[src/rtl/llr_serializer.sv]
// -----------------------------------------------------------------------------
// llr_serializer
//
// Purpose:
//   Receives one symbol per transfer: six signed LLRs and the symbol's Mode.
//   Each LLR is scaled down (arithmetic shift) and saturated to a symmetric
//   soft-bit range when it is written. Symbols are buffered in a small FIFO.
//   They are then emitted one soft bit per cycle over a valid/ready stream.
//   Only the LLRs that the symbol's Mode actually carries are emitted.
//
// Ports:
//   clk          clock
//   rst          asynchronous, active-high reset
//   i_valid      input symbol valid
//   o_in_ready   a symbol can be accepted this cycle (combinational from count)
//   Mode         constellation mode of the input symbol
//   i_LLR_0..5   signed input LLRs, LLR_wordlength bits each
//   o_valid      o_LLR / o_bit_idx / o_last are valid
//   i_ready      downstream accepts the current soft bit
//   o_LLR        signed saturated soft bit, OUT_wordlength bits
//   o_bit_idx    index (0..5) of the emitted LLR within its symbol
//   o_last       high on the final LLR (index 5) of a symbol
// -----------------------------------------------------------------------------
module llr_serializer #(
  parameter int LLR_wordlength = 19,
  parameter int OUT_wordlength = 8,
  parameter int SHIFT          = 4,
  parameter int FIFO_DEPTH     = 4
) (
  input  logic                             clk,
  input  logic                             rst,
  input  logic                             i_valid,
  output logic                             o_in_ready,
  input  logic [2:0]                       Mode,
  input  logic signed [LLR_wordlength-1:0] i_LLR_0,
  input  logic signed [LLR_wordlength-1:0] i_LLR_1,
  input  logic signed [LLR_wordlength-1:0] i_LLR_2,
  input  logic signed [LLR_wordlength-1:0] i_LLR_3,
  input  logic signed [LLR_wordlength-1:0] i_LLR_4,
  input  logic signed [LLR_wordlength-1:0] i_LLR_5,
  output logic                             o_valid,
  input  logic                             i_ready,
  output logic signed [OUT_wordlength-1:0] o_LLR,
  output logic [2:0]                       o_bit_idx,
  output logic                             o_last
);

  localparam int AW = $clog2(FIFO_DEPTH);
  localparam logic [AW:0] FULL_COUNT = (AW+1)'(FIFO_DEPTH);

  // Symmetric clip range: the most negative code is never produced.
  localparam logic signed [LLR_wordlength-1:0] SAT_MAX =
    LLR_wordlength'((1 << (OUT_wordlength-1)) - 1);
  localparam logic signed [LLR_wordlength-1:0] SAT_MIN = -SAT_MAX;

  // The FIFO entry stores already-scaled soft bits.
  // It also stores the first index to emit, so Mode is decoded once, at write time.
  typedef struct packed {
    logic [2:0]                          first_idx;
    logic [5:0][OUT_wordlength-1:0]      llr;
  } entry_t;

  typedef enum logic {IDLE, SEND} state_t;

  // Floor shift followed by symmetric saturation.
  function automatic logic [OUT_wordlength-1:0] scale_sat(
    input logic signed [LLR_wordlength-1:0] x
  );
    logic signed [LLR_wordlength-1:0] s;
    s = x >>> SHIFT;
    if (s > SAT_MAX)      s = SAT_MAX;
    else if (s < SAT_MIN) s = SAT_MIN;
    return s[OUT_wordlength-1:0];
  endfunction

  // Mode carries k soft bits. The emitted indices are 6-k .. 5.
  function automatic logic [2:0] first_idx_of(input logic [2:0] mode);
    case (mode)
      3'd5:    return 3'd0;  // k = 6
      3'd4:    return 3'd1;  // k = 5
      3'd3:    return 3'd2;  // k = 4
      3'd2:    return 3'd3;  // k = 3
      default: return 3'd4;  // k = 2 for modes 0, 1, 6, 7
    endcase
  endfunction

  // ---------------------------------------------------------------------------
  // Input formatting
  // ---------------------------------------------------------------------------
  entry_t wr_entry;

  always_comb begin
    wr_entry.first_idx = first_idx_of(Mode);
    wr_entry.llr[0]    = scale_sat(i_LLR_0);
    wr_entry.llr[1]    = scale_sat(i_LLR_1);
    wr_entry.llr[2]    = scale_sat(i_LLR_2);
    wr_entry.llr[3]    = scale_sat(i_LLR_3);
    wr_entry.llr[4]    = scale_sat(i_LLR_4);
    wr_entry.llr[5]    = scale_sat(i_LLR_5);
  end

  // ---------------------------------------------------------------------------
  // Symbol FIFO
  // ---------------------------------------------------------------------------
  entry_t          mem [FIFO_DEPTH];
  entry_t          head;
  logic [AW-1:0]   wr_ptr, rd_ptr;
  logic [AW:0]     count;
  logic            fifo_empty, fifo_full;
  logic            push, pop;
  state_t          state;

  assign fifo_empty = (count == '0);
  assign fifo_full  = (count == FULL_COUNT);
  // Gated by rst so upstream sees "not ready" for the whole reset interval.
  assign o_in_ready = !rst && !fifo_full;
  assign push       = i_valid && o_in_ready;
  assign head       = mem[rd_ptr];

  // Pop occurs in two cases. In IDLE, when a symbol is waiting. Or on the final
  // handshake of the current symbol, when another one is already queued. The
  // second case removes the bubble between back-to-back symbols.
  always_comb begin
    // NOTE: every always_comb output gets a default first so no path leaves it unassigned (no latch).
    pop = 1'b0;
    if (!fifo_empty) begin
      if (state == IDLE)                                pop = 1'b1;
      else if (i_ready && o_bit_idx == 3'd5)            pop = 1'b1;
    end
  end

  always_ff @(posedge clk or posedge rst) begin
    if (rst) begin
      wr_ptr <= '0;
      rd_ptr <= '0;
      count  <= '0;
    end else begin
      // NOTE: sequential state uses non-blocking assignments so every register samples pre-edge values.
      if (push) wr_ptr <= wr_ptr + 1'b1;
      if (pop)  rd_ptr <= rd_ptr + 1'b1;
      case ({push, pop})
        2'b10:   count <= count + 1'b1;
        2'b01:   count <= count - 1'b1;
        default: ;  // idle, or push and pop together: occupancy unchanged
      endcase
    end
  end

  // NOTE: storage is deliberately not reset; an entry is only read after it has been written, as gated by count.
  always_ff @(posedge clk) begin
    if (push) mem[wr_ptr] <= wr_entry;
  end

  // ---------------------------------------------------------------------------
  // Output FSM: holding register plus registered stream outputs
  // ---------------------------------------------------------------------------
  logic [5:0][OUT_wordlength-1:0] hold_llr;
  logic [2:0]                     next_idx;

  assign next_idx = o_bit_idx + 3'd1;

  always_ff @(posedge clk or posedge rst) begin
    if (rst) begin
      state     <= IDLE;
      hold_llr  <= '0;
      o_valid   <= 1'b0;
      o_LLR     <= '0;
      o_bit_idx <= '0;
      o_last    <= 1'b0;
    end else begin
      case (state)
        IDLE: begin
          if (!fifo_empty) begin
            hold_llr  <= head.llr;
            o_LLR     <= $signed(head.llr[head.first_idx]);
            o_bit_idx <= head.first_idx;
            o_last    <= (head.first_idx == 3'd5);
            o_valid   <= 1'b1;
            state     <= SEND;
          end
        end
        SEND: begin
          // Outputs change only on a handshake. Otherwise they hold.
          if (i_ready) begin
            if (o_bit_idx != 3'd5) begin
              o_LLR     <= $signed(hold_llr[next_idx]);
              o_bit_idx <= next_idx;
              o_last    <= (next_idx == 3'd5);
            end else if (!fifo_empty) begin
              hold_llr  <= head.llr;
              o_LLR     <= $signed(head.llr[head.first_idx]);
              o_bit_idx <= head.first_idx;
              o_last    <= (head.first_idx == 3'd5);
            end else begin
              o_valid   <= 1'b0;
              o_last    <= 1'b0;
              state     <= IDLE;
            end
          end
        end
        default: state <= IDLE;
      endcase
    end
  end

endmodule

[config.mk]
export PLATFORM = sky130hd
export DESIGN_NAME = llr_serializer
export DESIGN_NICKNAME = d
export VERILOG_FILES = /design/src/rtl/llr_serializer.sv
export SDC_FILE = /design/constraint.sdc
export NUM_CORES = 1
export LEC_CHECK = 0
export CAP_MARGIN = 15
export CORE_MARGIN = 2
export CORE_UTILIZATION = 51
export DETAILED_ROUTE_END_ITERATION = 8
export HOLD_SLACK_MARGIN = 0.03
export PLACE_DENSITY = 0.78
export SETUP_SLACK_MARGIN = 0.02
export SYNTH_ARGS = -nofsm -noshare
export SYNTH_HDL_FRONTEND = slang
export SYNTH_SLANG_ARGS = --single-unit
[constraint.sdc]
create_clock -name clk -period 5.78 [get_ports clk]
set_clock_uncertainty 0.2 [all_clocks]
set_input_delay 0.578 -clock clk [delete_from_list [all_inputs] [get_ports clk]]
set_output_delay 0.578 -clock clk [all_outputs]
set_load 0.05 [all_outputs]
==> key figures, run 1 <==
Power and ir drop
  – Sw frac: 32.3%
  – Gate power share: 37.4%
  – Clk pwr share: 24.3%
  – VDD IR-drop max: 0.280 mV
  – Seq pwr share: 38.4%
  – Leakage: 4.96 nW
  – Sw power: 2.32 mW
  – PD cells: 506 nW/um^2
  – Int Pwr: 4.86 mW

Route
  – DR vias: 6637
  – 1st-iter DRT viols: 568
  – DRC: 0
  – Pre-antenna DRT Iters: 5
  – Vias/cell: 5.76
  – Wirelength, routed: 24000 um
  – Routed len/inst: 20.9 um
  – Number of antenna-violating nets in the routed design: 0

Clocking
  – Root buffer cell: clkbuf_16
  – Clock-pin slew on the worst setup and hold paths: 0.06 ns
  – Postcts setup bufs: 0
  – CTS tree: built
  – Post-CTS sizing: 0
  – Post-cts hold buffer count: 0
  – CTS buffer count: 27
  – Clock latency on the worst-skew pair: 0.52 ns
  – H-tree levels: 1
  – Clk sinks: 273
  – Max clock buf depth: 3

Floorplanning
  – Die X: 157 um
  – Io pins: 135
  – # rows: 55
  – Die H: 157 um
  – Core Box Area: 22800 sq um
  – Initial core utilization: 52.4%
  – Die area: 24600 sq um

Logic synthesis
  – Post-Syn Instances: 707
  – Yosys reg bits: 273
  – EDFF count, synth: 204
  – Mux contribution to synthesized area: 19.7%
  – Top_reg_cell synth: edfxtp_1
  – Mapped cell area: 11900 sq um
  – Synth unique cells: 52
  – Ys async rst share: 25.3%
  – Post-synthesis adder-cell area fraction: 1.01%
  – XOR/XNOR share of the synthesized area: 0.587%
  – Sequential share of the synthesized area: 65.8%
  – Syn nets: 837
  – Synth Area in Compound Gates: 3.72%
  – YS warnings: 0
  – Largest family of logic cells by synthesized area: multiplexers
  – Post-synthesis area per instance: 16.9 sq um
  – Synth Area in Simple Gates: 6.99%

STA
  – Worst hold slack: 0.303 ns
  – Tcrit/Tclk final: 59.6%
  – Tmin final: 3.45 ns
  – Worst Max-Slew Pin Slew: 0.951 ns
  – RSZ-0062 raised after global routing: no
  – Fmax: 290 MHz
  – Final WS setup: 2.33 ns
  – Final Hold Fails: 0
  – Max-slew violations: 0
  – # setup viols final: 0
  – Setup TNS: 0 ns
  – Relative slew slack: 36.5%

Place
  – Gpl congestion: 0.799
  – Dpl ws: 2.18 ns
  – PortBufs: 110
  – Post-DP HPWL: 15700 um

Worst setup path
  – Crit start category: flip-flop
  – Crit end category: flip-flop
  – WP data required: 6.02 ns
  – Critical path class: flip-flop to flip-flop
  – Worst R2R End: count[2]$_DFFE_PP0P_
  – WP data arrival: 3.69 ns
  – Crit path max fanout: 22
  – Reg2reg path depth: 10
  – Worst r2r src: o_bit_idx[0]$_DFFE_PP0N_
  – R2R Setup Slk: 2.33 ns

Layout
  – Share of cells above drive strength 1: 23.8%
  – Nets: 949
  – Ant diodes: 0
  – Layout area overhead: 18.9%
  – Footprint of the multi-input gates: 3830 sq um
  – Register area: 7860 sq um
  – Fillers: 1625

GRT
  – Vias in the first global route: 6749
  – Largest net degree at the start of global routing: 70
  – First-pass GRT wire length: 37400 um
  – Initial antenna violation count: 0
  – GRT Total Usage: 19.9%
  – Grt ovf: 0

Run status
  – Status: finished, final reports clean

Min path
  – Worst hold path type: flip-flop to flip-flop
  – Hold path cells: 1
  – Hold endpoint: hold_llr[18]$_DFFE_PP0P_
  – Startpoint of the worst hold path: hold_llr[18]$_DFFE_PP0P_

Job
  – Max-cap violation count: 0
power groups by stage:
stage	Clock [mW]	Sequential, mW	Combinational, mW
floorplan	0	2.84	1.94
detailed placement	0	2.79	2.68
global placement	0	2.77	2.64
CTS	1.78	2.76	2.70
finish	1.74	2.76	2.68
global route	1.86	2.79	2.87
metal layers:
layer / wire [um] / track usage [%] / vias up
li1: - / - / 3022
met3: 1510 / 3.39 / 40
met5: 0 / 0 / -
met4: 613 / 5.94 / 0
met1: 10100 / 27.4 / 3358
met2: 11800 / 33.0 / 217
flip-flops by register name, summed over array words and instances (netlist names):
signal / cells
o_bit_idx: 3
o_valid: 1
o_LLR: 8
wr_ptr: 2
mem: 204
o_last: 1
state: 1
count: 3
rd_ptr: 2
hold_llr: 48
worst max-delay path: stages (launching register included):
cell,delay [ns]
dfrtp_1,0.32
buf_4,0.36
ha_1,0.36
a21boi_1,0.22
nor3_4,0.74
ha_1,0.32
inv_1,0.06
fa_1,0.37
xor2_1,0.15
nor2_1,0.11
xor2_1,0.15
synthesized netlist by cell type (5+ instances only):
cell,n,area share [%]
edfxtp_1,204,51
o32ai_1,7,0.51
xnor2_1,5,0.37
nand4_1,6,0.31
a31oi_1,10,0.52
ha_1,8,0.84
and3_1,6,0.31
nor3_1,16,0.67
mux2_4,20,2.5
buf_6,5,0.47
clkbuf_1,13,0.41
mux4_1,7,1.5
a22oi_2,8,0.84
nor4_1,12,0.63
nand3_1,8,0.34
and2_1,8,0.42
or4_1,6,0.38
mux4_2,52,9.8
dfrtp_1,69,14
nand2_1,11,0.35
o31a_1,6,0.44
inv_1,11,0.35
buf_2,17,0.71
or3_1,7,0.37
mux2_2,53,5.0
mux2i_1,10,0.84
nor2_1,78,2.5
a21oi_1,12,0.50
layout make-up:
| type | instances | area share (%) |
|---|---|---|
| flip-flops and latches | 273 | 55.4 |
| multi-input cells | 386 | 27.0 |
| repair buffers | 120 | 8.29 |
| clock buffers | 28 | 4.79 |
| well taps | 313 | 2.76 |
| clock inverters | 21 | 1.50 |
| inverters | 11 | 0.291 |
metrics by stage:
stage	std cells	power, mW	util [%]	area, sq um
after floorplan	707	4.78	-	11900
after global placement	1103	5.42	58.4	13300
after detailed placement	1103	5.48	58.4	13300
after CTS	1152	7.24	62.3	14200
after global routing	1152	7.52	62.3	14200
final	1152	7.18	62.3	14200
how the worst max path moves through the flow:
stage / from / to / slack [ns] / cells past startpoint
floorplan: rst / mem[0][0]$_DFFE_PP_ / 2.24 / 2
global placement: i_ready / count[2]$_DFFE_PP0P_ / 2.18 / 9
detailed placement: i_ready / count[2]$_DFFE_PP0P_ / 2.18 / 9
CTS: o_bit_idx[0]$_DFFE_PP0N_ / count[2]$_DFFE_PP0P_ / 2.32 / 10
global route: o_bit_idx[0]$_DFFE_PP0N_ / count[2]$_DFFE_PP0P_ / 2.15 / 10
finish: o_bit_idx[0]$_DFFE_PP0N_ / count[2]$_DFFE_PP0P_ / 2.33 / 10
logic make-up (layout without fill, tap and decap cells):
logic type	count (synthesis)	after routing
and+or+nand+nor	170	170
DFF	273	273
buffers and inverters	48	180
xor gates and xnor gates	8	8
adders and majority gates	9	9
AOI/OAI and AO/OA	57	57
muxes	142	142
cells in the final DEF, fill, tap and decap left out, drive strengths merged, types with 2 or more instances in the layout:
| cell type | count |
|---|---|
| edfxtp | 204 |
| clkdlybuf4s50 | 110 |
| nor2 | 80 |
| mux2 | 73 |
| dfrtp | 69 |
| mux4 | 59 |
| clkbuf | 28 |
| nor3 | 17 |
| a21oi | 12 |
| nor4 | 12 |
| inv | 12 |
| clkinv | 12 |
| nand2 | 11 |
| mux2i | 10 |
| a31oi | 10 |
| buf | 10 |
| a22oi | 8 |
| and2 | 8 |
| nand3 | 8 |
| ha | 8 |
| or3 | 7 |
| o32ai | 7 |
| nand4 | 6 |
| or4 | 6 |
| o31a | 6 |
| and3 | 6 |
| xnor2 | 5 |
| bufinv | 4 |
| o21ai | 4 |
| clkinvlp | 4 |
| nor2b | 3 |
| xor2 | 3 |
| nand2b | 2 |
| a21o | 2 |
(Power assumes the default switching activity.)
==> run 2: changes to the inputs <==
PLACE_DENSITY = 0.81   (was 0.78)
clock period = 3.1 ns   (was 5.78 ns; I/O delays follow)
==> run 2 against run 1 <==
Cell count rose by 1.4%. Die area did not move. Sequential share of layout area down 0.79 points. Routed wire length up 1.2%. Critical endpoint is now o_in_ready. Global-route usage rose by 0.41 points. Highest routed layer unchanged. Sequential power rose by 87%.
==> key figures, run 2 (same netlist as run 1, synthesis figures left out) <==
Power and ir drop
  – VDD IR-drop max: 0.512 mV (+83%)
  – Gate power share: 37.6% (+0.2 points)
  – Clk pwr share: 24.8% (+0.5 points)
  – Pwr Total: 13.7 mW (+91%)
  – Int Pwr: 9.29 mW (+91%)
  – Seq pwr share: 37.6% (-0.8 points)
  – Sw frac: 32.3% (about the same)
  – PD cells: 952 nW/um^2 (+88%)
  – Sw power: 4.43 mW (+91%)
  – Leakage: 5.07 nW (+2.3%)

Worst setup path
  – Reg2reg path depth: 6 (-4)
  – Worst Setup SP: count[1]$_DFFE_PP0P_
  – Top Family by Delay on Critical Path: buffers and inverters
  – Crit-path cells: inv_1 -> a31oi_1 -> clkdlybuf4s50_1
  – Worst path bufs/invs: 2 (unchanged)
  – R2R Setup Slk: 0.49 ns (-1.84 ns)
  – WP data arrival: 2.29 ns (-1.40 ns)
  – CP max stage cell: clkdlybuf4s50_1
  – WP depth: 3 (-7)
  – WP data required: 2.59 ns (-3.43 ns)
  – Worst r2r src: o_bit_idx[1]$_DFFE_PP0N_
  – Critical path class: flip-flop to primary output
  – Crit path max fanout: 6 (-73%)
  – Worst R2R End: hold_llr[30]$_DFFE_PP0P_
  – Crit end category: primary output
  – Setup crit end: o_in_ready
  – Max incr delay on CP: 0.89 ns (+0.15 ns)
  – Crit start category: flip-flop

Clocking
  – Postcts setup bufs: 0 (unchanged)
  – Clock-pin slew on the worst setup and hold paths: 0.06 ns (about the same)
  – Max clock buf depth: 3 (unchanged)
  – Root buffer cell: clkbuf_16
  – CTS tree: built
  – CTS buffer count: 28 (+3.7%)
  – Clk sinks: 273 (unchanged)
  – Clock latency on the worst-skew pair: 0.53 ns (about the same)
  – H-tree levels: 1 (unchanged)

STA
  – # setup viols final: 0 (unchanged)
  – Tcrit/Tclk final: 90.5%
  – Relative slew slack: 50.2% (+14 points)
  – Worst Max-Slew Pin Slew: 0.747 ns (-0.204 ns)
  – Max-slew violations: 0 (unchanged)
  – Final Hold Fails: 0 (unchanged)
  – Setup TNS: 0 ns (unchanged)
  – Tmin final: 2.80 ns
  – Fmax: 357 MHz
  – RSZ-0062 raised after global routing: no
  – Worst hold slack: 0.279 ns (-0.0237 ns)

GRT
  – Initial antenna violation count: 0 (unchanged)
  – Grt ovf: 0 (unchanged)
  – First-pass GRT wire length: 38600 um (+3.3%)
  – Vias in the first global route: 6963 (+3.2%)
  – Largest net degree at the start of global routing: 70 (unchanged)
  – GRT Total Usage: 20.3% (+0.41 points)

Layout
  – Max reg flops: 204 (unchanged)
  – Layout area overhead: 20.7%
  – Share of cells above drive strength 1: 25.0% (+1.2 points)
  – Regs by FF count: mem (204), hold_llr (48), o_LLR (8)
  – Most frequent cells in the layout: 204 x edfxtp_1, 110 x clkdlybuf4s50_1, 78 x nor2_1, 66 x dfrtp_1, 53 x mux2_2
  – Commonest non-fill, non-tap cell in the layout: edfxtp_1
  – Largest Register: mem
  – Non-Filler Instances: 1168 (+1.4%)
  – Nets: 963 (+1.5%)
  – Ant diodes: 0 (unchanged)

Route
  – Pre-antenna DRT Iters: 5 (unchanged)
  – Vias/cell: 5.81 (+0.87%)
  – Wirelength, routed: 24300 um (+1.2%)
  – DR vias: 6788 (+2.3%)
  – DRC: 0 (unchanged)
  – Number of antenna-violating nets in the routed design: 0 (unchanged)
  – 1st-iter DRT viols: 474 (-17%)
  – Routed len/inst: 20.8 um (-0.23%)

Floorplanning
  – Io pins: 135 (unchanged)
  – # rows: 55 (unchanged)
  – Die X: 157 um (unchanged)
  – Die area: 24600 sq um (unchanged)
  – Core Box Area: 22800 sq um (unchanged)
  – Initial core utilization: 52.4% (unchanged)
  – Die H: 157 um (unchanged)

Min path
  – Worst hold path type: input pin to flip-flop

Run status
  – Status: finished, final reports clean

Place
  – Placed cells: 1115 (+1.1%)
  – Gpl congestion: 0.820 (+2.6%)
  – Post-DP HPWL: 16200 um (+3.6%)
  – PortBufs: 110 (unchanged)

Job
  – Max-cap violation count: 0 (unchanged)
## run 2: changes by cell type in the layout (fill, tap and decap cells not counted), moves of 2 or more
cell / previous run / this run
buf_4: 10 / 18
clkbuf_1: 1 / 4
buf_12: 0 / 4
clkbuf_16: 27 / 29
clkinvlp_2: 2 / 0
## run 2: final cells by class
cell class / count / area (sq um)
Inverter: 11 / 41.3
Fill cell: 1580 / 8380
Clock inverter: 19 / 208
Tap cell: 313 / 392
Timing Repair Buffer: 133 / 1330
Multi-Input combinational cell: 386 / 3830
Sequential cell: 273 / 7860
Clock buffer: 33 / 741
## run 2: per-stage QoR
stage	utilization [%]	setup slack [ns]	area [sq um]
floorplan	-	0.0422	11900
global placement	59.0	0.560	13400
detailed placement	59.0	0.510	13400
CTS	63.2	0.287	14400
global route	63.2	0.181	14400
finish	63.2	0.295	14400
## run 2: metal layers
layer | routed length [um] | up-vias | track usage, %
met5 | 0 | - | 0
met4 | 665 | 0 | 6.29
met3 | 1200 | 47 | 2.75
met2 | 12000 | 218 | 33.9
met1 | 10500 | 3467 | 28.2
li1 | - | 3056 | -
## run 2: worst min path at each step
stage | from | to | slack (ns) | depth (start not counted)
3_3_place_gp | hold_llr[27]$_DFFE_PP0P_ | hold_llr[27]$_DFFE_PP0P_ | 0.29 | 1
3_5_place_dp | hold_llr[27]$_DFFE_PP0P_ | hold_llr[27]$_DFFE_PP0P_ | 0.29 | 1
2_1_floorplan | hold_llr[24]$_DFFE_PP0P_ | hold_llr[24]$_DFFE_PP0P_ | 0.28 | 1
6_report | i_LLR_3[18] | mem[0][31]$_DFFE_PP_ | 0.28 | 1
4_1_cts | i_LLR_3[18] | mem[1][31]$_DFFE_PP_ | 0.26 | 1
5_1_grt | i_LLR_4[18] | mem[2][39]$_DFFE_PP_ | 0.30 | 1
## run 2: power groups by stage
stage	registers (mW)	clock network (mW)	logic [mW]
after floorplan	5.30	0	3.61
after global placement	5.18	0	5.00
after detailed placement	5.22	0	5.13
after CTS	5.16	3.45	5.17
after global routing	5.23	3.60	5.50
final	5.16	3.41	5.15
## run 2: what timing repair did
item | 4_1_cts | 5_1_grt
endpoints found under the hold margin | 36 | 0
resized for setup | 0 | 0
hold buffers | 1 | 0
==> run 3: changes to the inputs <==
REMOVE_ABC_BUFFERS = 1   (was unset)
==> run 3 against run 2 <==
Critical path depth unchanged. Non-clock buffer count down 6. Clock-buffer cell count grew 2. Cell count shrank 0.77%. Flip-flop and latch count is the same. Sequential share of layout area grew 0.69 points. Die area stayed put. Clock power down 15%. Sequential power about the same. Routed wire length shrank 0.28%.
==> key figures, run 3 (same netlist as run 1, synthesis figures left out) <==
Run status
  – Status: finished, final reports clean

Layout
  – Ant diodes: 0 (unchanged)
  – Regs by FF count: mem (204), hold_llr (48), o_LLR (8)
  – Layout area overhead: 19.1%
  – Footprint of the multi-input gates: 3830 sq um (unchanged)
  – Register area: 7860 sq um (about the same)
  – Commonest non-fill, non-tap cell in the layout: edfxtp_1
  – Share of cells above drive strength 1: 23.4% (-1.6 points)
  – Nets: 956 (-0.73%)
  – Most frequent cells in the layout: 204 x edfxtp_1, 110 x clkdlybuf4s50_1, 78 x nor2_1, 67 x dfrtp_1, 53 x mux2_2
  – Fillers: 1614 (+2.2%)
  – Max reg flops: 204 (unchanged)
  – Non-Filler Instances: 1159 (-0.77%)
  – Largest Register: mem

Route
  – Routed len/inst: 20.9 um (+0.49%)
  – 1st-iter DRT viols: 607 (+28%)
  – Wirelength, routed: 24200 um (-0.28%)
  – DRC: 0 (unchanged)
  – Vias/cell: 5.79 (-0.34%)
  – Number of antenna-violating nets in the routed design: 0 (unchanged)
  – Pre-antenna DRT Iters: 5 (unchanged)
  – DR vias: 6713 (-1.1%)

Worst setup path
  – Top Family by Delay on Critical Path: buffers and inverters
  – CP max stage cell: clkdlybuf4s50_1
  – Crit path max fanout: 6 (unchanged)
  – WP data arrival: 2.28 ns (about the same)
  – Critical path class: flip-flop to primary output
  – Crit end category: primary output
  – Crit-path cells: inv_1 -> a31oi_1 -> clkdlybuf4s50_1
  – WP data required: 2.59 ns (about the same)
  – Crit start category: flip-flop
  – Max incr delay on CP: 0.91 ns (+0.02 ns)
  – Worst path bufs/invs: 2 (unchanged)

Place
  – Post-DP HPWL: 15600 um (-3.6%)
  – Placed cells: 1110 (-0.45%)
  – PortBufs: 110 (unchanged)
  – Dpl ws: 0.503 ns (-0.00772 ns)
  – Gpl congestion: 0.830 (+1.3%)

Floorplanning
  – Io pins: 135 (unchanged)
  – # rows: 55 (unchanged)
  – Core Box Area: 22800 sq um (unchanged)
  – Die H: 157 um (unchanged)
  – Die area: 24600 sq um (unchanged)
  – Die X: 157 um (unchanged)
  – Initial core utilization: 52.4% (unchanged)

Clocking
  – Clk sinks: 273 (unchanged)
  – Post-CTS sizing: 0 (unchanged)
  – H-tree levels: 1 (unchanged)
  – CTS buffer count: 27 (-3.6%)
  – Post-cts hold buffer count: 0 (-1)
  – Max clock buf depth: 3 (unchanged)
  – CTS tree: built
  – Postcts setup bufs: 0 (unchanged)
  – Root buffer cell: clkbuf_16
  – Clock latency on the worst-skew pair: 0.52 ns (about the same)
  – Clock-pin slew on the worst setup and hold paths: 0.06 ns (about the same)

Min path
  – Worst hold path type: input pin to asynchronous set/reset pin

Power and ir drop
  – PD cells: 925 nW/um^2 (-2.9%)
  – Pwr Total: 13.1 mW (-4.1%)
  – VDD IR-drop max: 0.512 mV (about the same)
  – Leakage: 4.95 nW (-2.3%)

GRT
  – Initial antenna violation count: 0 (unchanged)
  – Largest net degree at the start of global routing: 70 (unchanged)
  – First-pass GRT wire length: 37900 um (-1.8%)
  – Grt ovf: 0 (unchanged)
  – GRT Total Usage: 20.2% (-0.10 points)
  – Vias in the first global route: 7049 (+1.2%)

STA
  – Fmax: 359 MHz (+0.58%)
  – Tmin final: 2.79 ns (-0.0163 ns)
  – RSZ-0062 raised after global routing: no
  – Tcrit/Tclk final: 90.0% (-0.53 points)
  – Final WS setup: 0.311 ns (+0.0163 ns)
  – Setup TNS: 0 ns (unchanged)
  – Final Hold Fails: 0 (unchanged)
  – Relative slew slack: 43.9% (-6.3 points)
  – # setup viols final: 0 (unchanged)
  – Max-slew violations: 0 (unchanged)
  – Worst Max-Slew Pin Slew: 0.841 ns (+0.0939 ns)

Job
  – Max-cap violation count: 0 (unchanged)
## run 3: cell types whose count changed in the layout (fill, tap and decap cells not counted), sizes merged
cell,before,now
buf,22,17
bufinv,4,0
clkbuf,33,35
clkinv,13,11
clkinvlp,1,3
dlygate4sd3,1,0
inv,12,11
## run 3: report_power, final
group          internal, mW  switching [mW]  total [mW]
sequential             4.73           0.404        5.13
combinational          2.51            2.60        5.11
clock                  1.60            1.30        2.90
total                  8.84            4.31        13.1
## run 3: metrics by stage
step	utilization, %	instance area, sq um	hold WS [ns]
floorplan	-	11700	0.209
global placement	59.0	13400	0.284
detailed placement	59.0	13400	0.293
global route	62.4	14200	0.0616
CTS	62.4	14200	0.0618
finish	62.4	14200	0.0183
## run 3: routing by layer
layer | part of all wire, % | up-vias | global-route usage [%]
li1 | - | 3033 | -
met1 | 42 | 3444 | 27.7
met2 | 51 | 205 | 34.5
met3 | 5.0 | 31 | 2.84
met4 | 1.6 | 0 | 5.07
met5 | 0 | - | 0
## run 3: cell type report
class,instances,area share (%)
clock inverter,14,0.502
timing repair buffer,127,9.26
inverter,11,0.290
tap,313,2.75
multi-input combinational,386,27.0
sequential,273,55.3
clock buffer,35,4.96
## run 3: worst register-to-register path: cells and delay by family, from the launching register on
kind            cells  cell delay [ns]
simple gates        1             0.71
mux                 1             0.70
flops               1             0.53
compound gates      2             0.39
## run 3: worst paths after layout
kind,slack (ns),cells past startpoint,from,to
max,0.31,3,count[1]$_DFFE_PP0P_,o_in_ready
min,0.02,3,rst,count[0]$_DFFE_PP0P_
max reg2reg,0.50,4,rd_ptr[0]$_DFFE_PP0P_,o_LLR[7]$_DFFE_PP0N_
min reg2reg,0.31,1,hold_llr[33]$_DFFE_PP0P_,hold_llr[33]$_DFFE_PP0P_
max in group asynchronous,2.30,3,rst,rd_ptr[0]$_DFFE_PP0P_
min in group clk,0.28,1,i_LLR_0[18],mem[3][7]$_DFFE_PP_
